## config.mk

```make
export PLATFORM = sky130hd
export DESIGN_NAME = if_fetch_ctrl
export DESIGN_NICKNAME = d
export VERILOG_FILES = /design/src/rtl/if_fetch_ctrl.sv
export SDC_FILE = /design/constraint.sdc
export NUM_CORES = 1
export LEC_CHECK = 0
export CELL_PAD_IN_SITES_DETAIL_PLACEMENT = 0
export CELL_PAD_IN_SITES_GLOBAL_PLACEMENT = 1
export CORE_ASPECT_RATIO = 1.2
export CORE_UTILIZATION = 33
export DETAILED_ROUTE_END_ITERATION = 6
export PLACE_DENSITY_LB_ADDON = 0.1
export SETUP_SLACK_MARGIN = 0.05
export SKIP_CTS_REPAIR_TIMING = 1
export SLEW_MARGIN = 20
export SYNTH_ARGS = -nofsm -noshare
export SYNTH_HDL_FRONTEND = slang
export SYNTH_SLANG_ARGS = --single-unit
```

## constraint.sdc

```tcl
create_clock -name CLK -period 5.93 [get_ports CLK]
set_clock_uncertainty 0.2 [all_clocks]
set_input_delay 0.8895 -clock CLK [delete_from_list [all_inputs] [get_ports CLK]]
set_output_delay 0.8895 -clock CLK [all_outputs]
set_load 0.005 [all_outputs]
```

## src/rtl/if_fetch_ctrl.sv

```systemverilog
// if_fetch_ctrl: multi-cycle instruction-fetch controller.
// Reads curPC, fetches one instruction word via a req/ack memory port,
// presents it to decode with a valid/ready handshake, then pulses PCWre
// with either the sequential PC or a branch/jump redirect target.
// Optional build macro IF_PERF_CNT_EN adds fetch_cnt / flush_cnt counters.
module if_fetch_ctrl #(
   parameter logic [31:0] PC_STEP  = 32'd4,
   parameter logic [31:0] RESET_IR = 32'h0000_0000
) (
   input  logic        CLK,
   input  logic        RST,
   input  logic [31:0] curPC,
   output logic        PCWre,
   output logic [31:0] nextPC,
   output logic        mem_req,
   output logic [31:0] mem_addr,
   input  logic        mem_ack,
   input  logic [31:0] mem_rdata,
   output logic        ir_valid,
   output logic [31:0] IR,
   input  logic        id_ready,
   input  logic        redir_valid,
   input  logic [31:0] redir_target
`ifdef IF_PERF_CNT_EN
   ,
   output logic [31:0] fetch_cnt,
   output logic [31:0] flush_cnt
`endif
);

   typedef enum logic [1:0] {
      S_IDLE,
      S_REQ,
      S_HOLD
   } state_t;

   localparam logic [31:0] WORD_MASK = 32'hFFFF_FFFC;

   state_t      state_q;
   logic        pcWre_q;
   logic [31:0] nextPc_q;
   logic        memReq_q;
   logic        irValid_q;
   logic [31:0] ir_q;
   logic        redirPend_q;
   logic [31:0] pendTarget_q;

   logic [31:0] seqPc_d;
   logic [31:0] holdRedirPc_d;
   logic [31:0] reqRedirPc_d;
   logic        ackSeen_d;
   logic        discard_d;

   // Candidate next-PC values, all forced word aligned; a redirect arriving
   // together with the ack overrides any older pending target.
   always_comb begin
      seqPc_d       = (curPC + PC_STEP) & WORD_MASK;
      holdRedirPc_d = redir_target & WORD_MASK;
      reqRedirPc_d  = (redir_valid ? redir_target : pendTarget_q) & WORD_MASK;
      ackSeen_d     = (state_q == S_REQ) && memReq_q && mem_ack;
      discard_d     = ackSeen_d && (redirPend_q || redir_valid);
   end

   // Fetch FSM with registered outputs. mem_req is held low during every
   // PCWre cycle so a request is never issued against a stale curPC; acks
   // seen while mem_req is low are ignored.
   always_ff @(posedge CLK) begin
      if (RST) begin
         state_q      <= S_IDLE;
         pcWre_q      <= 1'b0;
         nextPc_q     <= 32'h0;
         memReq_q     <= 1'b0;
         irValid_q    <= 1'b0;
         ir_q         <= RESET_IR;
         redirPend_q  <= 1'b0;
         pendTarget_q <= 32'h0;
      end else begin
         pcWre_q <= 1'b0;
         case (state_q)
            S_IDLE: begin
               state_q  <= S_REQ;
               memReq_q <= 1'b1;
            end
            S_REQ: begin
               if (discard_d) begin
                  pcWre_q     <= 1'b1;
                  nextPc_q    <= reqRedirPc_d;
                  redirPend_q <= 1'b0;
                  memReq_q    <= 1'b0;
               end else if (ackSeen_d) begin
                  ir_q      <= mem_rdata;
                  irValid_q <= 1'b1;
                  memReq_q  <= 1'b0;
                  state_q   <= S_HOLD;
               end else begin
                  memReq_q <= 1'b1;
                  if (redir_valid) begin
                     redirPend_q  <= 1'b1;
                     pendTarget_q <= redir_target;
                  end
               end
            end
            S_HOLD: begin
               if (redir_valid) begin
                  pcWre_q   <= 1'b1;
                  nextPc_q  <= holdRedirPc_d;
                  irValid_q <= 1'b0;
                  ir_q      <= RESET_IR;
                  state_q   <= S_REQ;
               end else if (id_ready) begin
                  pcWre_q   <= 1'b1;
                  nextPc_q  <= seqPc_d;
                  irValid_q <= 1'b0;
                  state_q   <= S_REQ;
               end
            end
            default: begin
               state_q  <= S_IDLE;
               memReq_q <= 1'b0;
            end
         endcase
      end
   end

   assign PCWre    = pcWre_q;
   assign nextPC   = nextPc_q;
   assign mem_req  = memReq_q;
   assign mem_addr = {curPC[31:2], 2'b00};
   assign ir_valid = irValid_q;
   assign IR       = ir_q;

`ifdef IF_PERF_CNT_EN
   logic [31:0] fetchCnt_q;
   logic [31:0] flushCnt_q;
   logic        handshake_d;
   logic        flushEvt_d;

   // Event strobes for the counters: accepted instructions and discarded work.
   always_comb begin
      handshake_d = (state_q == S_HOLD) && id_ready && !redir_valid;
      flushEvt_d  = ((state_q == S_HOLD) && redir_valid) || discard_d;
   end

   // Free-running wrap-around performance counters.
   always_ff @(posedge CLK) begin
      if (RST) begin
         fetchCnt_q <= 32'h0;
         flushCnt_q <= 32'h0;
      end else begin
         if (handshake_d) fetchCnt_q <= fetchCnt_q + 32'd1;
         if (flushEvt_d)  flushCnt_q <= flushCnt_q + 32'd1;
      end
   end

   assign fetch_cnt = fetchCnt_q;
   assign flush_cnt = flushCnt_q;
`endif

endmodule
```

* After elaboration in Yosys (flattened, before gate mapping)
Cells that the tools add are included.
** Word-level totals
- Bits of input ports :: 101
- Bits in registers :: 102
** Operators by class
- Muxes and demuxes :: 29
- Equal/unequal tests :: 8
- Bitwise logic cells :: 2
- Add/sub/neg operators :: 1
- Reductions and logical operators :: 14
** Operators by type and width (number)
- 32-bit 2-to-1 mux :: 7
- 32-bit one-hot mux with 2 select lines :: 2
- 32-bit by 3-bit adder with 32-bit output (second input constant) :: 1
- 1-bit 2-to-1 mux :: 12
- 3-bit AND reduction :: 4
- 4-bit AND reduction :: 3
- 2-bit 2-to-1 mux :: 4
- 2-bit inequality test (second input constant) :: 4
- 2-bit one-hot mux with 3 select lines :: 1
- 1-bit one-hot mux with 2 select lines :: 2
- 2-bit nonzero test :: 2
- 1-bit logical AND :: 3
- 3-bit inequality test (second input constant) :: 1
- 1-bit one-hot mux with 3 select lines :: 1
- 2-bit by 1-bit equality test with 1-bit output (second input constant) :: 1
- 2-bit equality test (second input constant) :: 1
- 2-bit logical NOT :: 1
- 2-bit by 1-bit inequality test with 1-bit output (second input constant) :: 1
- 1-bit NOT :: 2
- 1-bit logical OR :: 1

* Logic depth before layout (Yosys ltp)
Gate-level depths: netlist (run 1).
- Word-level depth :: 6
- Mapped depth :: 10
- Depth with buffers taken out :: 7

* Least setup slack after synthesis (run 1)
No wires, ideal clock.
- Path type :: input to register
- Start :: input redir_valid
- End :: register nextPc_q[25] (netlist: nextPC[25])
- Arrival time :: 2.297 ns
- Setup time :: 0.091 ns
- Required time :: 5.639 ns
- Path buffers :: 3
- Stages :: 8
- Path slack :: 3.342 ns
- Path through :: clkbuf_1 > nor2_1 > a22oi_1 > and2_1 > clkbuf_1 > clkbuf_1 > nor2_1 > a311oi_1
** Between the ends
- Cells in the longest elaborated chain, start to end :: 4
** Ends and longest elaborated chain
- from (decl) :: line 22 : input logic redir_valid,
- 1-bit logical OR :: line 61 : discard_d = ackSeen_d && (redirPend_q || redir_valid);
- 1-bit logical AND :: line 61
- 2-bit inequality test (no source line)
- 3-bit AND reduction (no source line)
- to (signal assigned) :: line 87 : nextPc_q <= reqRedirPc_d;
- to (signal assigned) :: line 106 : nextPc_q <= holdRedirPc_d;
- to (signal assigned) :: line 112 : nextPc_q <= seqPc_d;
- to (decl) :: line 41 : logic [31:0] nextPc_q;
Several ways; a longest one is shown, not always the timed one. The select of a mux whose other input is x is not followed.
A chain may end at the register's enable or synchronous reset.

* Worst setup path after layout (run 1)
- Start :: input curPC[19]
- End :: output mem_addr[19]
** RTL lines
- from (decl) :: line 12 : input logic [31:0] curPC,
- to (decl) :: line 16 : output logic [31:0] mem_addr,
No word-level cell between the ends.

==> impl_metrics.env, run 1 <==
export IMPL_status="finished clean"
export IMPL_dr_pass1_iters=5
export IMPL_globalplace_congestion=0.8102
export IMPL_ios=200
export IMPL_grt_pass1_wl_um=24080
export IMPL_slew_headroom=0.2621
export IMPL_ir_drop_mv=0.1672
export IMPL_cts_root_buffer="clkbuf_16"
export IMPL_leakage_uw=0.002273
export IMPL_cts_tree="built"
export IMPL_clkPwrFrac=0.294
export IMPL_slowest_stage="clkdlybuf4s50_1"
export IMPL_max_stage_delay_ns=0.69
export IMPL_final_min_clock_period_ns=3.249
export IMPL_finalWirelength_um=15540
export IMPL_path_clk_slew_ns=0.07
export IMPL_layout_setup_ws_ns=2.681
export IMPL_timing_setup_tns_ns=0
export IMPL_synth_fa_ha_area_frac=0.01014
export IMPL_r2r_start="state_q[0]"
export IMPL_synth_area_um2=4935
export IMPL_antenna_found_initial=0
export IMPL_synth_top_family_by_area="simple AND/OR/NAND/NOR gates"
export IMPL_path_buf_inv=2
export IMPL_postRouteAntennaNets=0
export IMPL_htreeDepth=3
export IMPL_area_growth_pct=42.47
export IMPL_worstSkewPairLatency_ns=0.34
export IMPL_async_flop_share=0
export IMPL_critPathCapture="mem_addr[19]"
export IMPL_dieArea_um2=15450
export IMPL_gr_total_overflow=0
export IMPL_crit_type="input port to output pin"
export IMPL_grt_max_degree=100
export IMPL_dr_first_iter_drc_count=238
export IMPL_syn_area_per_cell_um2=8.011
export IMPL_hp_class="flip-flop to flip-flop"
export IMPL_grt_use_total=0.2007
export IMPL_drive_above_1_share=0.05984
export IMPL_synth_xor_area_share=0.02662
export IMPL_drc=0
export IMPL_synth_cell_types=44
export IMPL_vias=4966
export IMPL_power_density_nw_per_um2=296.7
export IMPL_startpoint="curPC[19]"
export IMPL_final_core_util=0.4857
export IMPL_fillCellCount=1441
export IMPL_die_width_um=113.6
export IMPL_postSynthCellCount=616
export IMPL_pre_cts_ws_ns=2.328
export IMPL_synth_compound_area_frac=0.2244
export IMPL_cpMostUsedCell="clkdlybuf4s50_1"
export IMPL_rr_worst_depth=8
export IMPL_portBuffers=191
export IMPL_nNetsFinal=852
export IMPL_synth_area_leaders="dfxtp_1, nand2_1, nor2_1"
export IMPL_seqPwrFrac=0.389
export IMPL_share_comb_of_total_power=0.317
export IMPL_synth_seq_cells=98
export IMPL_grt_pass1_vias=4635
export IMPL_p_sw_frac=0.3201
export IMPL_ys_seq_area_frac=0.3976
export IMPL_num_rows=48
export IMPL_post_synth_top_count_cell="dfxtp_1"
export IMPL_synth_edf_count=0
export IMPL_yosys_area_top_type="dfxtp_1"
export IMPL_wl_per_cell_um=16.32
export IMPL_cp_start_kind="input port"
export IMPL_drv_slew=0
export IMPL_cts_sinks=98
export IMPL_internal_power_uw=1418
export IMPL_rrSetupSlack_ns=3.12
export IMPL_worstPathCellList="clkdlybuf4s50_1, clkdlybuf4s50_1"
export IMPL_max_freq_mhz=307.8
export IMPL_core_um2=14470
export IMPL_start_util=0.3409
export IMPL_rsz0062_at_grt="false"
export IMPL_die_h_um=136.0
export IMPL_r2r_end="nextPC[17]"
export IMPL_synth_top_flop_cell="dfxtp_1"
export IMPL_routed_via_density=5.216
export IMPL_yosys_top_cells_count="dfxtp_1, nand2_1, nor2_1"
export IMPL_required_ns=4.84
export IMPL_cap_violations=0
export IMPL_crit_family="buffers and inverters"
export IMPL_worst_path_stages=2
export IMPL_synth_mux_area_frac=0.008367
export IMPL_dp_hpwl_um=10540
export IMPL_yosys_warnings=0
export IMPL_setup_viol=0
export IMPL_cts_path_max_buffers=2
export IMPL_critPathMaxFanout=9
export IMPL_synth_top_area_share=0.3976
export IMPL_synthSimpleGateAreaFrac=0.2335
export IMPL_end_kind="output pin"
export IMPL_worstMarginPinSlew_ns=1.107
export IMPL_cts_buffers=9
export IMPL_cp_arrival_ns=2.16
export IMPL_period_share=0.5479
export IMPL_antenna_diode_count=0
export IMPL_p_sw_uw=667.6
export IMPL_hold_violations=0
[metal layers]
layer  global-route usage  routed length (µm)
met1               0.2490                6740
met3              0.04057                 910
met5                    0                   0
met2               0.3425                7661
met4              0.07310                 226
[power groups by stage]
stage / Sequential [µW] / Clock, µW / Combinational, µW
after floorplan: 821 / 0 / 358
after global routing: 823 / 656 / 731
final: 811 / 613 / 662
after detailed placement: 826 / 0 / 669
after global placement: 821 / 0 / 660
after CTS: 811 / 636 / 672
[cell type report]
type / count / area [µm²] / share of cell area
Multi-Input combinational cell: 431 / 2514 / 0.3575
Clock inverter: 6 / 71.32 / 0.01014
Inverter: 8 / 30.03 / 0.004271
Clock buffer: 10 / 239.0 / 0.03399
Timing Repair Buffer: 199 / 1964 / 0.2794
Sequential cell: 98 / 1962 / 0.2791
Tap cell: 200 / 250.2 / 0.03559
[how the worst min path moves through the flow]
| stage | start | to | slack, ns | depth (start not counted) |
|---|---|---|---|---|
| after floorplan | pendTarget_q[10] | pendTarget_q[10] | 0.23 | 2 |
| after CTS | pendTarget_q[19] | pendTarget_q[19] | 0.25 | 2 |
| final | pendTarget_q[19] | pendTarget_q[19] | 0.25 | 2 |
| after global routing | pendTarget_q[7] | pendTarget_q[7] | 0.27 | 2 |
| after detailed placement | pendTarget_q[19] | pendTarget_q[19] | 0.24 | 2 |
| after global placement | pendTarget_q[26] | pendTarget_q[26] | 0.24 | 2 |
[cells in the final DEF (no fill, tap or decap), types with 2 or more instances in the layout]
cell	netlist	layout
a221oi_1	8	8
inv_1	8	8
or2_2	2	2
o32ai_1	2	2
nor2b_1	4	4
nand3_1	15	15
clkdlybuf4s50_1	0	189
a21oi_1	46	46
nor4_1	17	16
xor2_1	7	7
a211oi_1	23	23
dfxtp_1	98	98
o21ai_0	22	22
clkinvlp_4	0	2
and4_1	2	2
inv_6	0	2
buf_4	34	9
nand4_1	8	8
a311oi_1	14	14
o31a_2	9	9
mux2i_1	3	3
clkbuf_16	0	9
nor3_1	12	12
xnor2_1	8	8
nor2_1	73	73
or3_1	2	2
ha_1	4	3
nor3b_1	21	21
a31oi_1	3	2
conb_1	1	4
a22oi_1	33	33
nand2_1	77	77
[flip-flops by register name, summed over array words and instances (netlist names)]
| register | flops |
|---|---|
| IR | 32 |
| state_q | 2 |
| PCWre | 1 |
| nextPC | 30 |
| mem_req | 1 |
| pendTarget_q | 30 |
| ir_valid | 1 |
| redirPend_q | 1 |
[cells by family after synthesis]
family                     Yosys count
and+or+nand+nor                    241
xor gates and xnor gates            15
adders and majority gates            4
other                                1
buffers and inverters               90
AOI/OAI and AO/OA                  163
DFF                                 98
muxes                                4
[per-stage QoR]
step / hold WS (ns) / instances / power, µW / area (µm²)
2_1_floorplan: 0.2315 / 619 / 1179 / 4946
3_3_place_gp: 0.2367 / 936 / 1482 / 6720
3_5_place_dp: 0.2437 / 936 / 1495 / 6720
4_1_cts: 0.2531 / 952 / 2119 / 7030
5_1_grt: 0.2695 / 952 / 2211 / 7030
6_report: 0.2537 / 952 / 2086 / 7030
Note: power is estimated with default switching activity, not from simulation.
==> run 2, diff against run 1 <==
--- a/config.mk
+++ b/config.mk
@@ -8,7 +8,7 @@
 export CELL_PAD_IN_SITES_DETAIL_PLACEMENT = 0
 export CELL_PAD_IN_SITES_GLOBAL_PLACEMENT = 1
 export CORE_ASPECT_RATIO = 1.2
-export CORE_UTILIZATION = 33
+export CORE_UTILIZATION = 31
 export DETAILED_ROUTE_END_ITERATION = 6
 export PLACE_DENSITY_LB_ADDON = 0.1
 export SETUP_SLACK_MARGIN = 0.05
==> constraint.sdc (replaced) <==
create_clock -name CLK -period 3.3 [get_ports CLK]
set_clock_uncertainty 0.2 [all_clocks]
set_input_delay 0.495 -clock CLK [delete_from_list [all_inputs] [get_ports CLK]]
set_output_delay 0.495 -clock CLK [all_outputs]
set_load 0.005 [all_outputs]
==> impl_metrics.env, run 2 (synthesis results as in run 1) <==
export IMPL_cts_path_max_buffers=2
export IMPL_drive_above_1_share=0.07562
export IMPL_worstSkewPairLatency_ns=0.35
export IMPL_wl_per_cell_um=16.16
export IMPL_period_share=0.8381
export IMPL_nNetsFinal=867
export IMPL_globalplace_congestion=0.8070
export IMPL_fillCellCount=1532
export IMPL_dieArea_um2=16430
export IMPL_worst_path_stages=7
export IMPL_max_freq_mhz=361.6
export IMPL_largest_reg_flops=32
export IMPL_gr_total_overflow=0
export IMPL_dr_pass1_iters=4
export IMPL_drc=0
export IMPL_cts_root_buffer="clkbuf_16"
export IMPL_leakage_uw=0.002345
export IMPL_final_min_clock_period_ns=2.766
export IMPL_status="finished clean"
export IMPL_dr_first_iter_drc_count=251
export IMPL_grt_max_degree=52
export IMPL_start_util=0.3168
export IMPL_power_density_nw_per_um2=524.3
export IMPL_hp_class="flip-flop to flip-flop"
export IMPL_num_rows=50
export IMPL_globalRouteMet3Util=0.04673
export IMPL_vias=4958
export IMPL_portBuffers=191
export IMPL_worst_hold_slack_ns=0.2523
export IMPL_grt_pass1_vias=4711
export IMPL_grt_use_met2=0.3334
export IMPL_critPathCapture="nextPC[31]"
export IMPL_setup_viol=0
export IMPL_path_buf_inv=1
export IMPL_dp_hpwl_um=10840
export IMPL_drv_slew=0
export IMPL_met1_usage=0.2296
export IMPL_max_stage_delay_ns=0.58
export IMPL_htreeDepth=3
export IMPL_most_common_layout_cells="clkdlybuf4s50_1, dfxtp_1, nand2_1"
export IMPL_antenna_found_initial=0
export IMPL_timing_setup_tns_ns=0
export IMPL_r2r_start="state_q[0]"
export IMPL_cp_start_kind="flip-flop"
export IMPL_rrSetupSlack_ns=0.53
export IMPL_core_um2=15580
export IMPL_path_clk_slew_ns=0.07
export IMPL_postRouteAntennaNets=0
export IMPL_finalWirelength_um=15760
export IMPL_routed_via_density=5.085
export IMPL_cts_buffers=9
export IMPL_slew_headroom=0.6115
export IMPL_die_width_um=117.2
export IMPL_grt_pass1_wl_um=24320
export IMPL_slowest_stage="a211oi_1"
export IMPL_hold_violations=0
export IMPL_worstPathCellList="inv_1, ha_2, nand2b_1, a22oi_1, nand2_1, a211oi_1, o32ai_1"
export IMPL_ios=200
export IMPL_die_h_um=140.2
export IMPL_cap_violations=0
export IMPL_antenna_diode_count=0
export IMPL_area_growth_pct=44.95
export IMPL_rr_worst_depth=7
export IMPL_top_usage_layer="met2"
export IMPL_cts_tree="built"
export IMPL_r2r_end="nextPC[31]"
export IMPL_crit_type="flip-flop to flip-flop"
export IMPL_worstMarginPinSlew_ns=0.5828
export IMPL_required_ns=3.31
export IMPL_layout_commonest_cell="clkdlybuf4s50_1"
export IMPL_ir_drop_mv=0.2744
export IMPL_cp_arrival_ns=2.78
export IMPL_crit_family="compound AO/OA/AOI/OAI gates"
export IMPL_cts_sinks=98
export IMPL_critPathMaxFanout=20
export IMPL_end_kind="flip-flop"
export IMPL_grt_use_total=0.1907
export IMPL_rsz0062_at_grt="false"
export IMPL_startpoint="state_q[0]"
[run 2: worst min path at each step]
stage,cells past startpoint,slack (ns),start,endpoint
global route,2,0.26,pendTarget_q[11],pendTarget_q[11]
floorplan,2,0.23,pendTarget_q[10],pendTarget_q[10]
finish,2,0.25,pendTarget_q[21],pendTarget_q[21]
global placement,2,0.24,pendTarget_q[26],pendTarget_q[26]
CTS,2,0.25,pendTarget_q[29],pendTarget_q[29]
detailed placement,2,0.24,pendTarget_q[21],pendTarget_q[21]
[run 2: worst reg2reg max path, stage by stage (launching register included)]
cell	delay [ns]
dfxtp_1	0.33
inv_1	0.09
ha_2	0.44
nand2b_1	0.14
a22oi_1	0.34
nand2_1	0.38
a211oi_1	0.58
o32ai_1	0.13
[run 2: layout make-up]
type	instances	area [µm²]	share of cell area
tap	208	260.3	0.03638
clock inverter	4	51.30	0.007172
sequential	98	1962	0.2743
timing repair buffer	214	2090	0.2921
multi-input combinational	431	2514	0.3514
clock buffer	12	246.5	0.03446
inverter	8	30.03	0.004198
[run 2: metal layers]
| metal | up-vias | routed length [µm] |
|---|---|---|
| met4 | 0 | 121 |
| met3 | 7 | 1036 |
| met5 | - | 0 |
| met2 | 166 | 7788 |
| met1 | 2313 | 6812 |
| li1 | 2472 | - |
[run 2: power by group]
part	switching [µW]	internal, µW	total [µW]
clock	464	610	1070
combinational	619	597	1220
sequential	104	1360	1460
total	1190	2560	3750
[run 2: through the flow]
stage	power [µW]	setup WS, ns	utilization	instances	area (µm²)
finish	3750	0.5344	0.4592	975	7153
CTS	3803	0.5466	0.4592	975	7153
floorplan	2118	1.033	-	619	4946
detailed placement	2708	0.2463	0.4401	959	6855
global route	3986	0.3423	0.4592	975	7153
global placement	2687	0.2380	0.4401	959	6855
==> run 3, diff against run 2 <==
==> constraint.sdc (replaced) <==
create_clock -name CLK -period 2.8 [get_ports CLK]
set_clock_uncertainty 0.2 [all_clocks]
set_input_delay 0.42 -clock CLK [delete_from_list [all_inputs] [get_ports CLK]]
set_output_delay 0.42 -clock CLK [all_outputs]
set_load 0.005 [all_outputs]
==> impl_metrics.env, run 3 (synthesis results as in run 1) <==
export IMPL_cts_sinks=98
export IMPL_end_kind="flip-flop"
export IMPL_status="finished clean"
export IMPL_path_clk_slew_ns=0.06
export IMPL_cp_arrival_ns=2.43
export IMPL_layout_commonest_cell="clkdlybuf4s50_1"
export IMPL_antenna_found_initial=1
export IMPL_cts_buffers=9
export IMPL_drc=0
export IMPL_ios=200
export IMPL_dieArea_um2=16430
export IMPL_hold_violations=0
export IMPL_vias=5071
export IMPL_timing_setup_tns_ns=0
export IMPL_p_sw_uw=1400
export IMPL_power_density_nw_per_um2=615.6
export IMPL_htreeDepth=3
export IMPL_final_min_clock_period_ns=2.415
export IMPL_critPathMaxFanout=8
export IMPL_cts_tree="built"
export IMPL_p_sw_frac=0.3132
export IMPL_routed_via_density=5.127
export IMPL_layout_setup_ws_ns=0.3846
export IMPL_most_common_layout_cells="clkdlybuf4s50_1, dfxtp_1, nand2_1"
export IMPL_pre_cts_ws_ns=0.03450
export IMPL_worst_hold_slack_ns=0.2501
export IMPL_cts_path_max_buffers=2
export IMPL_globalplace_congestion=0.8331
export IMPL_worstMarginPinSlew_ns=0.5761
export IMPL_leakage_uw=0.002410
export IMPL_nNetsFinal=880
export IMPL_drive_above_1_share=0.09103
export IMPL_grt_pass1_vias=4780
export IMPL_seqPwrFrac=0.384
export IMPL_grt_max_degree=42
export IMPL_largest_reg_flops=32
export IMPL_period_share=0.8626
export IMPL_slew_headroom=0.6136
export IMPL_worstSkewPairLatency_ns=0.35
export IMPL_grt_use_total=0.1961
export IMPL_internal_power_uw=3070
export IMPL_dr_first_iter_drc_count=246
export IMPL_max_freq_mhz=414.0
export IMPL_portBuffers=191
export IMPL_area_growth_pct=47.16
export IMPL_die_h_um=140.2
export IMPL_share_comb_of_total_power=0.325
export IMPL_cap_violations=0
export IMPL_num_rows=50
export IMPL_gr_total_overflow=0
export IMPL_core_um2=15580
export IMPL_cp_start_kind="input port"
export IMPL_finalWirelength_um=15740
export IMPL_dp_hpwl_um=11200
export IMPL_ir_drop_mv=0.2754
export IMPL_crit_type="input port to flip-flop"
export IMPL_dr_pass1_iters=4
export IMPL_required_ns=2.82
export IMPL_rsz0062_at_grt="false"
export IMPL_drv_slew=0
export IMPL_postRouteAntennaNets=0
export IMPL_hp_class="flip-flop to flip-flop"
export IMPL_setup_viol=0
export IMPL_start_util=0.3168
export IMPL_clkPwrFrac=0.290
export IMPL_cts_root_buffer="clkbuf_16"
export IMPL_wl_per_cell_um=15.91
export IMPL_die_width_um=117.2
export IMPL_grt_pass1_wl_um=24640
==> run 3: area by class of cell <==
cell class	instances	area, µm²
fillers	1503	8315
multi-input cells	431	2514
repair buffers	227	2187
flip-flops and latches	98	1962
clock buffers	13	260.3
well taps	208	260.3
clock inverters	3	46.29
inverters	8	30.03
diodes	1	2.502
==> run 3: worst paths after layout <==
check	start	to	slack [ns]	cells after the start
setup reg to reg	state_q[1]	nextPC[31]	0.41	7
hold / removal	pendTarget_q[27]	pendTarget_q[27]	0.25	2
hold reg to reg	pendTarget_q[27]	pendTarget_q[27]	0.25	2
setup / recovery	curPC[7]	nextPC[22]	0.38	6
==> run 3: metal layers <==
layer | wire length, µm | global-route usage | vias to the layer above
met4 | 367 | 0.08328 | 0
met2 | 7570 | 0.3313 | 168
met3 | 1044 | 0.04457 | 18
met1 | 6752 | 0.2350 | 2383
li1 | - | - | 2502
met5 | 0 | 0 | -
==> run 3: stage by stage <==
stage	util	std cells	power, µW	instance area [µm²]
after floorplan	-	619	2496	4946
after global placement	0.4463	972	3187	6953
after detailed placement	0.4463	972	3216	6953
after CTS	0.4660	988	4534	7259
after global routing	0.4662	989	4758	7262
final	0.4662	989	4470	7262
==> run 3: worst max-delay path, stage by stage <==
cell and delay, ns:
clkdlybuf4s50_1 0.57, and4_1 0.42, nand2_1 0.25, o31a_2 0.39, o21ai_0 0.24, a311oi_1 0.13
==> run 3: power by group through the flow <==
| stage | logic [µW] | registers, µW | clock network, µW |
|---|---|---|---|
| 2_1_floorplan | 758 | 1740 | 0 |
| 3_3_place_gp | 1450 | 1740 | 0 |
| 3_5_place_dp | 1470 | 1750 | 0 |
| 4_1_cts | 1470 | 1720 | 1340 |
| 5_1_grt | 1610 | 1750 | 1400 |
| 6_report | 1460 | 1720 | 1300 |
